File: src/rtl/a51_keystream_core.sv
// A5/1 keystream engine: loads key and frame, runs the discard phase, then streams
// majority-clocked keystream as MSB-first 32-bit words over a valid/ready handshake.
module a51_keystream_core #(
    parameter int DISCARD_CYCLES = 100,
    parameter int KS_BITS        = 228
) (
    input  logic        clk,
    input  logic        reset_n,
    input  logic        start_i,
    input  logic [63:0] key_i,
    input  logic [21:0] frame_i,
    output logic        busy_o,
    output logic        ks_valid_o,
    input  logic        ks_ready_i,
    output logic [31:0] ks_data_o,
    output logic        ks_last_o
);

    localparam int DATA_W     = 32;
    localparam int BIT_W      = ($clog2(KS_BITS + 1) > 6) ? $clog2(KS_BITS + 1) : 6;
    localparam int LAST_SHIFT = (KS_BITS % DATA_W == 0) ? 0 : DATA_W - (KS_BITS % DATA_W);
    localparam logic [BIT_W-1:0] BIT_LAST = BIT_W'(KS_BITS);
    localparam logic [6:0]       MIX_LAST = 7'(DISCARD_CYCLES - 1);

    typedef enum logic [2:0] {S_IDLE, S_KEY, S_FRAME, S_MIX, S_GEN, S_DRAIN} state_t;

    state_t             state;
    logic [18:0]        r1;
    logic [21:0]        r2;
    logic [22:0]        r3;
    logic [63:0]        key_q;
    logic [21:0]        frame_q;
    logic [6:0]         phase_cnt;
    logic [BIT_W-1:0]   bit_cnt;
    logic [DATA_W-1:0]  acc;

    function automatic logic [18:0] clk_r1(input logic [18:0] r);
        return {r[17:0], r[13] ^ r[16] ^ r[17] ^ r[18]};
    endfunction

    function automatic logic [21:0] clk_r2(input logic [21:0] r);
        return {r[20:0], r[20] ^ r[21]};
    endfunction

    function automatic logic [22:0] clk_r3(input logic [22:0] r);
        return {r[21:0], r[7] ^ r[20] ^ r[21] ^ r[22]};
    endfunction

    logic              maj;
    logic [18:0]       r1_mj;
    logic [21:0]       r2_mj;
    logic [22:0]       r3_mj;
    logic              ks_bit;
    logic [BIT_W-1:0]  bit_cnt_nx;
    logic [DATA_W-1:0] acc_nx;
    logic              final_bit;
    logic              word_done;
    logic              slot_free;
    logic              gen_adv;

    // Majority step and the candidate keystream bit, shared by MIX and GEN
    always_comb begin
        maj        = (r1[8] & r2[10]) | (r1[8] & r3[10]) | (r2[10] & r3[10]);
        r1_mj      = (r1[8]  == maj) ? clk_r1(r1) : r1;
        r2_mj      = (r2[10] == maj) ? clk_r2(r2) : r2;
        r3_mj      = (r3[10] == maj) ? clk_r3(r3) : r3;
        ks_bit     = r1_mj[18] ^ r2_mj[21] ^ r3_mj[22];
        bit_cnt_nx = bit_cnt + 1'b1;
        acc_nx     = {acc[DATA_W-2:0], ks_bit};
        final_bit  = (bit_cnt_nx == BIT_LAST);
        word_done  = (bit_cnt_nx[4:0] == 5'd0) || final_bit;
        slot_free  = !ks_valid_o || ks_ready_i;
        // A word-completing bit is only produced when it can go straight to the output slot
        gen_adv    = (state == S_GEN) && (!word_done || slot_free);
    end

    always_ff @(posedge clk or negedge reset_n) begin
        if (!reset_n) begin
            state      <= S_IDLE;
            r1         <= '0;
            r2         <= '0;
            r3         <= '0;
            key_q      <= '0;
            frame_q    <= '0;
            phase_cnt  <= '0;
            bit_cnt    <= '0;
            acc        <= '0;
            busy_o     <= 1'b0;
            ks_valid_o <= 1'b0;
            ks_data_o  <= '0;
            ks_last_o  <= 1'b0;
        end else begin
            if (ks_valid_o && ks_ready_i) begin
                ks_valid_o <= 1'b0;
                ks_last_o  <= 1'b0;
            end
            case (state)
                S_IDLE: begin
                    if (start_i) begin
                        key_q     <= key_i;
                        frame_q   <= frame_i;
                        r1        <= '0;
                        r2        <= '0;
                        r3        <= '0;
                        phase_cnt <= '0;
                        bit_cnt   <= '0;
                        acc       <= '0;
                        busy_o    <= 1'b1;
                        state     <= S_KEY;
                    end
                end
                S_KEY: begin
                    r1    <= clk_r1(r1) ^ {18'd0, key_q[0]};
                    r2    <= clk_r2(r2) ^ {21'd0, key_q[0]};
                    r3    <= clk_r3(r3) ^ {22'd0, key_q[0]};
                    key_q <= key_q >> 1;
                    if (phase_cnt == 7'd63) begin
                        phase_cnt <= '0;
                        state     <= S_FRAME;
                    end else begin
                        phase_cnt <= phase_cnt + 7'd1;
                    end
                end
                S_FRAME: begin
                    r1      <= clk_r1(r1) ^ {18'd0, frame_q[0]};
                    r2      <= clk_r2(r2) ^ {21'd0, frame_q[0]};
                    r3      <= clk_r3(r3) ^ {22'd0, frame_q[0]};
                    frame_q <= frame_q >> 1;
                    if (phase_cnt == 7'd21) begin
                        phase_cnt <= '0;
                        state     <= S_MIX;
                    end else begin
                        phase_cnt <= phase_cnt + 7'd1;
                    end
                end
                S_MIX: begin
                    r1 <= r1_mj;
                    r2 <= r2_mj;
                    r3 <= r3_mj;
                    if (phase_cnt == MIX_LAST) begin
                        phase_cnt <= '0;
                        state     <= S_GEN;
                    end else begin
                        phase_cnt <= phase_cnt + 7'd1;
                    end
                end
                S_GEN: begin
                    if (gen_adv) begin
                        r1      <= r1_mj;
                        r2      <= r2_mj;
                        r3      <= r3_mj;
                        bit_cnt <= bit_cnt_nx;
                        if (word_done) begin
                            acc        <= '0;
                            ks_valid_o <= 1'b1;
                            ks_data_o  <= final_bit ? (acc_nx << LAST_SHIFT) : acc_nx;
                            ks_last_o  <= final_bit;
                            if (final_bit) state <= S_DRAIN;
                        end else begin
                            acc <= acc_nx;
                        end
                    end
                end
                S_DRAIN: begin
                    if (ks_valid_o && ks_ready_i) begin
                        busy_o <= 1'b0;
                        state  <= S_IDLE;
                    end
                end
                default: state <= S_IDLE;
            endcase
        end
    end

endmodule

File: config.mk
export PLATFORM = sky130hd
export DESIGN_NAME = a51_keystream_core
export DESIGN_NICKNAME = d
export VERILOG_FILES = /design/src/rtl/a51_keystream_core.sv
export SDC_FILE = /design/constraint.sdc
export NUM_CORES = 1
export LEC_CHECK = 0
export ABC_AREA = 0
export ABC_CLOCK_PERIOD_IN_PS = 3300
export BUFFER_PORTS_ARGS = -buffer_cell sky130_fd_sc_hd__buf_2
export CORE_MARGIN = 2
export CORE_UTILIZATION = 50
export DETAILED_ROUTE_END_ITERATION = 12
export PLACE_DENSITY = 0.7
export SYNTH_ARGS = -nofsm -noshare
export SYNTH_HDL_FRONTEND = slang
export SYNTH_SLANG_ARGS = --single-unit
export TNS_END_PERCENT = 100
File: constraint.sdc
create_clock -name clk -period 3.3 [get_ports clk]
set_input_delay 0.165 -clock clk [delete_from_list [all_inputs] [get_ports clk]]
set_output_delay 0.165 -clock clk [all_outputs]
set_load 0.05 [all_outputs]
==> flow_metrics.py, run 1 <==
metrics = {
    "run_status": {
        "status": "complete, no violations",
    },
    "detailed_routing": {
        "drt-total-wl_um": 23500,
        "first_pass_iters": 7,
        "num_vias": 8391,
        "remaining_drc_errors": 0,
        "drt-wirelength-per-cell_um": 15.1,
        "first_iter_violations": 454,
        "vias_per_cell": 5.40,
        "ant_nets": 0,
    },
    "critical_path": {
        "critPathArrivalTime_ns": 3.05,
        "path_class": "flip-flop to flip-flop",
        "crit_required_ns": 3.76,
        "start_kind": "flip-flop",
        "worstSetupEndpointType": "flip-flop",
        "crit_fanout": 24,
    },
    "clock_network": {
        "path_clk_slew_ns": 0.06,
        "post_cts_buffers": 0,
        "clockBufferDepth": 3,
        "cts_tree": "done",
        "cts_max_level": 1,
        "cts_sinks": 234,
        "cts_root_buf": "clkbuf_16",
        "clkLatencyLatePin_ns": 0.53,
        "cts_buffers": 26,
    },
    "placed_design": {
        "port_buffers": 124,
        "dp_hpwl_um": 14000,
        "gp_congestion": 0.778,
        "place_ws_ns": 0.779,
        "dpl-instance-area_mm2": 0.0117,
    },
    "synth": {
        "async_flop_share": 1.00,
        "synth_cell_types": 61,
        "ys.flop_type": "dfrtp_1",
        "ys_warn_count": 0,
        "ys_top_cells_by_area": "dfrtp_1, o21ai_0, mux2i_1",
        "synth_nets": 1171,
        "yosys.area.top_type_share": 0.538,
        "synth_seq_cells": 234,
        "syn_inst": 1074,
        "synth.cell_area_mm2": 0.0109,
        "synth_area_per_cell_um2": 10.1,
        "ys_seq_area_frac": 0.538,
        "synth_area_leader_cell": "dfrtp_1",
        "synth_edf_count": 0,
    },
    "die": {
        "rows": 53,
        "die_w_um": 152,
        "initial_core_util": 0.513,
        "die_h_um": 152,
        "ios": 125,
        "die-area_mm2": 0.0230,
        "coreArea_mm2": 0.0212,
    },
    "layout": {
        "area_delta_synth_final_pct": 24.5,
        "multiInputGateArea_mm2": 0.00465,
        "nNetsFinal": 1354,
        "drive_above_1_share": 0.172,
        "fin_area_mm2": 0.0136,
        "layout.area.seq_mm2": 0.00586,
        "final.fill_count": 1680,
    },
    "timing": {
        "fin_crit_ns": 2.59,
        "skew_ns": 0.0107,
        "setup_ws_ns": 0.713,
        "finalHoldViolCount": 0,
        "finalMaxSlewViolations": 0,
        "setup_tns_ns": 0,
        "setup_viol": 0,
        "rsz0062_at_grt": "false",
        "slew_headroom": 0.579,
        "fin_crit_sh": 0.784,
        "tightest_slew_ns": 0.631,
        "fmax_ghz": 0.387,
    },
    "global_routing": {
        "grt_start_max_net_pins": 131,
        "antenna_found_initial": 3,
        "grtUsageTotal": 0.208,
        "grt_pass1_vias": 8090,
        "grt_pass1_wl_um": 39400,
        "grt-ovfl-total": 0,
    },
    "power": {
        "power_frac_comb": 0.292,
        "power_frac_seq": 0.391,
        "p_sw_uw": 3300,
        "internal-power_uw": 6530,
        "p_per_area_mw_per_mm2": 725,
        "vdd_drop_max_uv": 428,
        "p_leak_uw": 0.00649,
        "switching_share": 0.336,
        "power.share.clock": 0.317,
    },
    "flow_run": {
        "drv_cap": 0,
    },
    "min_path": {
        "worstHoldPathType": "primary input to flip-flop",
    },
}
area by class of cell:
cell class | count | area share
Multi-Input combinational cell | 753 | 0.343
Inverter | 5 | 0.00138
Antenna cell | 2 | 0.000369
Sequential cell | 234 | 0.432
Clock inverter | 10 | 0.0140
Timing Repair Buffer | 237 | 0.129
Tap cell | 275 | 0.0254
Clock buffer | 38 | 0.0550
placed cells by master, fill, tap and decap left out, types with 5 or more instances in the layout:
| cell | netlist | routed |
|---|---|---|
| o21a_1 | 5 | 5 |
| o31ai_1 | 55 | 55 |
| buf_4 | 10 | 22 |
| buf_2 | 23 | 123 |
| o21ai_1 | 10 | 7 |
| dfrtp_1 | 234 | 234 |
| inv_1 | 5 | 5 |
| dlygate4sd3_1 | 0 | 87 |
| xnor2_1 | 12 | 12 |
| o21ai_0 | 186 | 186 |
| nand2b_1 | 7 | 7 |
| clkbuf_16 | 0 | 26 |
| ha_1 | 7 | 7 |
| nor2_1 | 20 | 20 |
| bufinv_16 | 0 | 5 |
| mux2i_1 | 92 | 92 |
| clkbuf_1 | 35 | 7 |
| clkbuf_8 | 0 | 5 |
| nand3_1 | 5 | 5 |
| a22o_1 | 36 | 36 |
| nand2_1 | 230 | 229 |
| a21oi_1 | 16 | 16 |
cell usage after synthesis (3+ instances only):
cell type / count
a31oi_1: 4
xor2_1: 3
o21ai_1: 10
o21a_1: 5
nand2_1: 230
ha_1: 7
a22o_1: 36
nand2b_1: 7
a21oi_1: 16
buf_2: 23
or2_2: 3
buf_6: 3
clkbuf_1: 35
inv_1: 5
o22ai_1: 4
buf_4: 10
nor3b_1: 4
mux2i_1: 92
nor2b_1: 4
o21ai_0: 186
mux2_2: 4
clkbuf_2: 5
nor2_1: 20
o31ai_1: 55
dfrtp_1: 234
mux2_1: 3
buf_1: 6
and2_1: 4
nand3_1: 5
xnor2_1: 12
sequential cells by signal (all words and copies together) (netlist names), 8 cells and up:
signal / flops
ks_data_o: 32
key_q: 64
frame_q: 22
acc: 31
bit_cnt: 8
r2: 22
r1: 19
r3: 23
through the flow:
step / util / total power (uW) / instances / hold slack, ns
after CTS: 0.638 / 9890 / 1552 / 0.0407
after detailed placement: 0.553 / 6660 / 1417 / 0.211
after global placement: 0.553 / 6570 / 1417 / 0.218
final: 0.639 / 9830 / 1554 / 0.0492
after floorplan: - / 5980 / 1074 / -0.131
after global routing: 0.639 / 10500 / 1554 / 0.0842
critical path: stages, from the launching register on:
cell	delay (ns)
dfrtp_1	0.44
ha_1	0.23
or3b_2	0.50
o2bb2ai_4	0.29
a211oi_2	0.11
buf_4	0.19
nor2_4	0.25
buf_4	0.32
a22o_1	0.18
metal layers:
metal / wire, um / GRT usage / vias up / share of wire
met5: 11 / 0 / - / 0.00047
met4: 628 / 0.0685 / 2 / 0.027
met2: 11100 / 0.334 / 159 / 0.47
met3: 962 / 0.0308 / 51 / 0.041
li1: - / - / 4152 / -
met1: 10800 / 0.293 / 4027 / 0.46
kinds of logic (layout without fill, tap and decap cells):
| family | after synthesis | count (layout) | synth area share |
|---|---|---|---|
| DFF | 234 | 234 | 0.538 |
| AOI/OAI and AO/OA | 337 | 337 | 0.196 |
| xor gates and xnor gates | 15 | 15 | 0.0121 |
| and+or+nand+nor | 294 | 294 | 0.115 |
| other | 0 | 2 | 0 |
| buffers and inverters | 87 | 290 | 0.0387 |
| adders and majority gates | 8 | 8 | 0.00897 |
| muxes | 99 | 99 | 0.0919 |
power groups by stage:
stage                     Clock (uW)  Combinational, uW  Sequential [uW]
final                           3110               2870             3850
after global routing            3310               3260             3920
after CTS                       3170               2870             3840
after detailed placement           0               2780             3880
after global placement             0               2700             3860
after floorplan                    0               2180             3790
worst paths after layout:
path,to,start,depth (start not counted),slack (ns)
min reg2reg,ks_data_o[9],ks_data_o[9],2,0.47
max in group asynchronous,state[2],reset_n,3,2.21
min,ks_valid_o,ks_ready_i,3,0.05
min in group asynchronous,frame_q[12],reset_n,2,0.23
max reg2reg,acc[0],bit_cnt[0],8,0.71
max,acc[0],bit_cnt[0],8,0.71
timing repair:
item / 4_1_cts / 5_1_grt
resized for setup: 0 / 0
hold endpoints to repair: 166 / 0
hold buffers: 87 / 0
Note: power is estimated with default switching activity, not from simulation.
==> run 2, diff against run 1 <==
--- a/config.mk
+++ b/config.mk
@@ -6,12 +6,12 @@
 export NUM_CORES = 1
 export LEC_CHECK = 0
 export ABC_AREA = 0
-export ABC_CLOCK_PERIOD_IN_PS = 3300
+export ABC_CLOCK_PERIOD_IN_PS = 2200
 export BUFFER_PORTS_ARGS = -buffer_cell sky130_fd_sc_hd__buf_2
 export CORE_MARGIN = 2
 export CORE_UTILIZATION = 50
 export DETAILED_ROUTE_END_ITERATION = 12
-export PLACE_DENSITY = 0.7
+export PLACE_DENSITY = 0.73
 export SYNTH_ARGS = -nofsm -noshare
 export SYNTH_HDL_FRONTEND = slang
 export SYNTH_SLANG_ARGS = --single-unit
==> constraint.sdc (replaced) <==
create_clock -name clk -period 2.2 [get_ports clk]
set_input_delay 0.11 -clock clk [delete_from_list [all_inputs] [get_ports clk]]
set_output_delay 0.11 -clock clk [all_outputs]
set_load 0.05 [all_outputs]
==> run 2 against run 1 <==
  * Flip-flop and latch count unchanged
  * Final cell count up 1.4%
  * Critical endpoint is now acc[9]
  * Largest power group unchanged
  * Wire length grew 6.4%
  * Critical path type unchanged
  * Highest routed layer is now met4
  * Maximum frequency up 20%
==> flow_metrics.py, run 2 (synthesized netlist as in run 1, its figures left out) <==
metrics = {
    "timing": {
        "finalMaxSlewViolations": 0,
        "fin_crit_sh": 0.981,
        "rsz0062_at_grt": "true",
        "fin_crit_ns": 2.16,
        "setup_viol": 0,
        "tightest_slew_ns": 0.617,
        "skew_ns": 0.0179,
        "slew_headroom": 0.589,
        "fmax_ghz": 0.463,
        "finalHoldViolCount": 0,
    },
    "die": {
        "initial_core_util": 0.513,
        "ios": 125,
        "coreArea_mm2": 0.0212,
        "die_w_um": 152,
        "die_h_um": 152,
        "rows": 53,
        "die-area_mm2": 0.0230,
    },
    "layout": {
        "antenna_cells": 0,
        "nNetsFinal": 1386,
        "area_delta_synth_final_pct": 28.3,
        "multiInputGateArea_mm2": 0.00482,
        "final_common_cell": "dfrtp_1",
        "final.fill_count": 1606,
        "mostFrequentLayoutCells": "dfrtp_1, nand2_1, o21ai_0, buf_2",
        "layout.area.seq_mm2": 0.00586,
        "reg_top3": "key_q: 64 flops, ks_data_o: 32 flops, acc: 31 flops",
        "fin_area_mm2": 0.0140,
        "largest-register": "key_q",
        "largest_reg_flops": 64,
        "drive_above_1_share": 0.205,
    },
    "clock_network": {
        "cts_max_level": 1,
        "cts_root_buf": "clkbuf_16",
        "clkLatencyLatePin_ns": 0.51,
        "cts_tree": "done",
        "cts_buffers": 25,
        "clockBufferDepth": 3,
        "cts_sinks": 234,
        "path_clk_slew_ns": 0.06,
    },
    "power": {
        "p_per_area_mw_per_mm2": 1040,
        "p_leak_uw": 0.00663,
        "vdd_drop_max_uv": 909,
        "finalPower_uw": 14600,
    },
    "detailed_routing": {
        "remaining_drc_errors": 0,
        "num_vias": 8650,
        "first_iter_violations": 592,
        "first_pass_iters": 5,
        "vias_per_cell": 5.49,
        "drt-wirelength-per-cell_um": 15.9,
        "ant_nets": 0,
        "drt-total-wl_um": 25000,
    },
    "global_routing": {
        "grt_start_max_net_pins": 128,
        "grt-ovfl-total": 0,
        "grt_pass1_wl_um": 41100,
        "grt_pass1_vias": 8609,
        "grtUsageTotal": 0.218,
        "antenna_found_initial": 0,
    },
    "critical_path": {
        "crit_fanout": 16,
        "critPathArrivalTime_ns": 2.54,
        "path_class": "flip-flop to flip-flop",
        "start_kind": "flip-flop",
        "crit_required_ns": 2.58,
        "worstSetupEndpointType": "flip-flop",
    },
    "placed_design": {
        "port_buffers": 124,
        "dpl-instance-area_mm2": 0.0120,
        "dp_hpwl_um": 14300,
        "gp_congestion": 0.872,
    },
    "run_status": {
        "status": "complete, no violations",
    },
    "flow_run": {
        "drv_cap": 0,
    },
    "min_path": {
        "worstHoldPathType": "primary input to flip-flop",
    },
}
==> run 2: cell count changes in the layout (fill, tap and decap cells not counted), moves of 8 or more <==
cell,before,now
buf_12,4,12
buf_4,22,34
o21ai_0,186,172
o21ai_1,7,20
==> run 2: repair_timing <==
action	CTS	global route
cloned	0	4
hold endpoints to repair	321	0
setup buffers	1	5
endpoints found under the setup margin	35	104
pin swaps	1	9
gates resized for setup	11	48
hold buffers	89	0
==> run 2: final timing paths <==
path	startpoint	to	slack (ns)	cells after the start
worst max-delay path	bit_cnt[0]	acc[9]	0.04	8
worst min-delay path	start_i	bit_cnt[4]	0.18	3
worst max register to register	bit_cnt[0]	acc[9]	0.04	8
worst min register to register	ks_data_o[7]	ks_data_o[7]	0.47	2
max in group asynchronous	reset_n	frame_q[7]	1.18	3
min in group asynchronous	reset_n	r3[16]	0.19	3
==> run 2: metal layers <==
metal  GRT usage  vias to the layer above  wire length [um]  share of wire
li1            -                     4209                 -              -
met1       0.294                     4192             11100           0.44
met2       0.366                      185             12200           0.49
met3      0.0323                       64               959          0.038
met4      0.0690                        0               709          0.028
met5           0                        -                 0              0
==> run 2: worst max-delay path, cell delays in order (launching register included) <==
cell	delay, ns
dfrtp_2	0.44
ha_2	0.22
and2_4	0.18
nor2b_2	0.18
o2bb2ai_4	0.18
a211oi_4	0.36
nor2_4	0.13
buf_12	0.17
a22o_1	0.19
==> run 2: metrics by stage <==
| stage | setup WS, ns | util | hold slack, ns | setup TNS (ns) | cells |
|---|---|---|---|---|---|
| finish | 0.0411 | 0.658 | 0.181 | 0 | 1576 |
| global route | -0.0175 | 0.658 | 0.191 | -0.0310 | 1576 |
| CTS | 0.00492 | 0.645 | 0.150 | 0 | 1567 |
| detailed placement | -0.0981 | 0.565 | -0.0681 | -0.808 | 1438 |
| global placement | -0.0756 | 0.565 | -0.0683 | -0.0924 | 1438 |
| floorplan | 0.00217 | - | -0.186 | 0 | 1074 |
==> run 2: cell type report <==
type | count | share of cell area
sequential | 234 | 0.420
timing repair buffer | 269 | 0.155
clock buffer | 33 | 0.0484
multi-input combinational | 754 | 0.345
inverter | 5 | 0.00134
clock inverter | 6 | 0.00574
tap | 275 | 0.0247
==> run 2: power breakdown <==
part           total, uW  switching [uW]  leakage, uW  internal (uW)
logic               4780            2850      0.00313           1930
clock network       4010            1650     0.000373           2360
registers           5790             562      0.00312           5230
==> run 3, diff against run 2 <==
--- a/config.mk
+++ b/config.mk
@@ -12,6 +12,8 @@
 export CORE_UTILIZATION = 50
 export DETAILED_ROUTE_END_ITERATION = 12
 export PLACE_DENSITY = 0.73
+export RECOVER_POWER = 50
+export SKIP_CTS_REPAIR_TIMING = 1
 export SYNTH_ARGS = -nofsm -noshare
 export SYNTH_HDL_FRONTEND = slang
 export SYNTH_SLANG_ARGS = --single-unit
==> run 3 against run 2 <==
  * The run now ends with capacitance limit, slew limit left
  * Non-clock buffer count fell by 6
  * Final area fell by 1.2%
  * Sequential share of layout area rose by 0.48 points
  * Die area did not move
  * Wire length fell by 1.4%
  * Clock skew fell by 0.0025 ns
  * Maximum frequency fell by 1.3%
  * Setup slack got worse by 0.028 ns
  * Register-to-register slack got worse by 0.03 ns
  * Clock power barely moved
  * Count of clock-buffer cells in the layout did not move
  * Flip-flop and latch count did not move
  * Highest routed layer unchanged
==> flow_metrics.py, run 3 (synthesized netlist as in run 1, its figures left out) <==
metrics = {
    "run_status": {
        "status": "finished, violations left",
        "failed_checks": "capacitance limit, slew limit",
    },
    "critical_path": {
        "ff2ff_path_depth": 8,
        "reg2reg_setup_slack_ns": 0.01,
        "crit_fanout": 5,
        "r2r_start": "r2[10]",
        "crit_required_ns": 2.57,
        "worstSetupStartpoint": "r2[10]",
        "start_kind": "flip-flop",
        "path_class": "flip-flop to flip-flop",
        "crit_end": "r2[10]",
        "critPathArrivalTime_ns": 2.55,
        "worstSetupEndpointType": "flip-flop",
        "r2r-end": "r2[10]",
    },
    "min_path": {
        "worstHoldPathType": "primary input to flip-flop",
    },
    "layout": {
        "multiInputGateArea_mm2": 0.00481,
        "area_delta_synth_final_pct": 26.8,
        "largest_reg_flops": 64,
        "mostFrequentLayoutCells": "dfrtp_1, nand2_1, o21ai_0, buf_2, mux2i_1",
        "antenna_cells": 0,
        "reg_top3": "key_q: 64 flops, ks_data_o: 32 flops, acc: 31 flops",
        "drive_above_1_share": 0.190,
        "final_common_cell": "dfrtp_1",
        "largest-register": "key_q",
        "layout.area.seq_mm2": 0.00586,
        "final.fill_count": 1645,
        "nNetsFinal": 1380,
    },
    "clock_network": {
        "cts_root_buf": "clkbuf_16",
        "clkLatencyLatePin_ns": 0.51,
        "cts_tree": "done",
        "path_clk_slew_ns": 0.06,
        "cts_max_level": 1,
        "cts_buffers": 25,
        "cts_sinks": 234,
        "clockBufferDepth": 3,
    },
    "die": {
        "rows": 53,
        "initial_core_util": 0.513,
        "coreArea_mm2": 0.0212,
        "die_h_um": 152,
        "ios": 125,
        "die_w_um": 152,
        "die-area_mm2": 0.0230,
    },
    "power": {
        "vdd_drop_max_uv": 899,
        "p_per_area_mw_per_mm2": 1050,
        "p_leak_uw": 0.00652,
        "finalPower_uw": 14500,
    },
    "detailed_routing": {
        "drt-wirelength-per-cell_um": 15.7,
        "vias_per_cell": 5.51,
        "first_iter_violations": 640,
        "num_vias": 8648,
        "remaining_drc_errors": 0,
        "first_pass_iters": 5,
        "drt-total-wl_um": 24600,
        "ant_nets": 0,
    },
    "timing": {
        "fin_crit_ns": 2.19,
        "tightest_slew_ns": 1.65,
        "timing.hold.ws_ns": 0.00247,
        "finalMaxSlewViolations": 139,
        "fmax_ghz": 0.457,
        "fin_crit_sh": 0.994,
        "rsz0062_at_grt": "true",
        "slew_headroom": -0.0983,
        "finalHoldViolCount": 0,
        "setup_viol": 0,
        "skew_ns": 0.0155,
    },
    "flow_run": {
        "drv_cap": 2,
    },
    "global_routing": {
        "grt_pass1_wl_um": 37800,
        "grt_start_max_net_pins": 128,
        "grt_pass1_vias": 7905,
        "grtUsageTotal": 0.198,
        "grt-ovfl-total": 0,
        "antenna_found_initial": 0,
    },
    "placed_design": {
        "dp_hpwl_um": 14300,
        "port_buffers": 124,
        "gp_congestion": 0.872,
    },
}
run 3: cell types whose count changed in the layout (fill, tap and decap cells not counted), sizes merged:
| cell | delta |
|---|---|
| buf | -19 |
| dlygate4sd3 | -1 |
| clkdlybuf4s15 | +1 |
| clkbuf | +13 |
run 3: worst max-delay path, cell delays in order (launching register included):
cell and delay (ns):
dfrtp_2 0.42, maj3_2 0.39, ha_4 0.27, buf_4 0.15, a21oi_1 0.19, o21ai_2 0.12, buf_4 0.18, o21ai_0 0.22
o31ai_1 0.13
run 3: worst min path at each step:
stage,cells after the start,endpoint,start
global route,3,ks_valid_o,ks_ready_i
CTS,1,frame_q[9],reset_n
detailed placement,1,frame_q[9],reset_n
global placement,1,frame_q[11],reset_n
floorplan,0,acc[0],reset_n
finish,3,ks_valid_o,ks_ready_i
run 3: power by group:
| part | total, uW | switching [uW] | leakage (uW) | internal (uW) |
|---|---|---|---|---|
| Combinational | 4750 | 2830 | 0.00302 | 1910 |
| Sequential | 5780 | 553 | 0.00313 | 5230 |
| Clock | 4000 | 1640 | 0.000373 | 2360 |
run 3: cell type report:
type	instances	share of cell area
inverters	5	0.00136
flip-flops and latches	234	0.425
multi-input cells	754	0.349
clock buffers	33	0.0490
well taps	275	0.0249
clock inverters	6	0.00580
repair buffers	263	0.146
run 3: metal layers:
metal,vias to the layer above,global-route usage,part of all wire
met1,4216,0.280,0.45
li1,4204,-,-
met3,45,0.0311,0.040
met4,0,0.0505,0.018
met5,-,0,0
met2,183,0.323,0.49
run 3: per-stage QoR:
stage               cell area, um^2  setup slack, ns  setup TNS [ns]  utilization  cells
floorplan                     10900          0.00217               0            -   1074
global placement              12000          -0.0756         -0.0924        0.565   1438
detailed placement            12000          -0.0981          -0.808        0.565   1438
CTS                           12700           -0.116           -1.34        0.601   1477
global route                  13800          -0.0747          -0.729        0.650   1570
finish                        13800           0.0134               0        0.650   1570
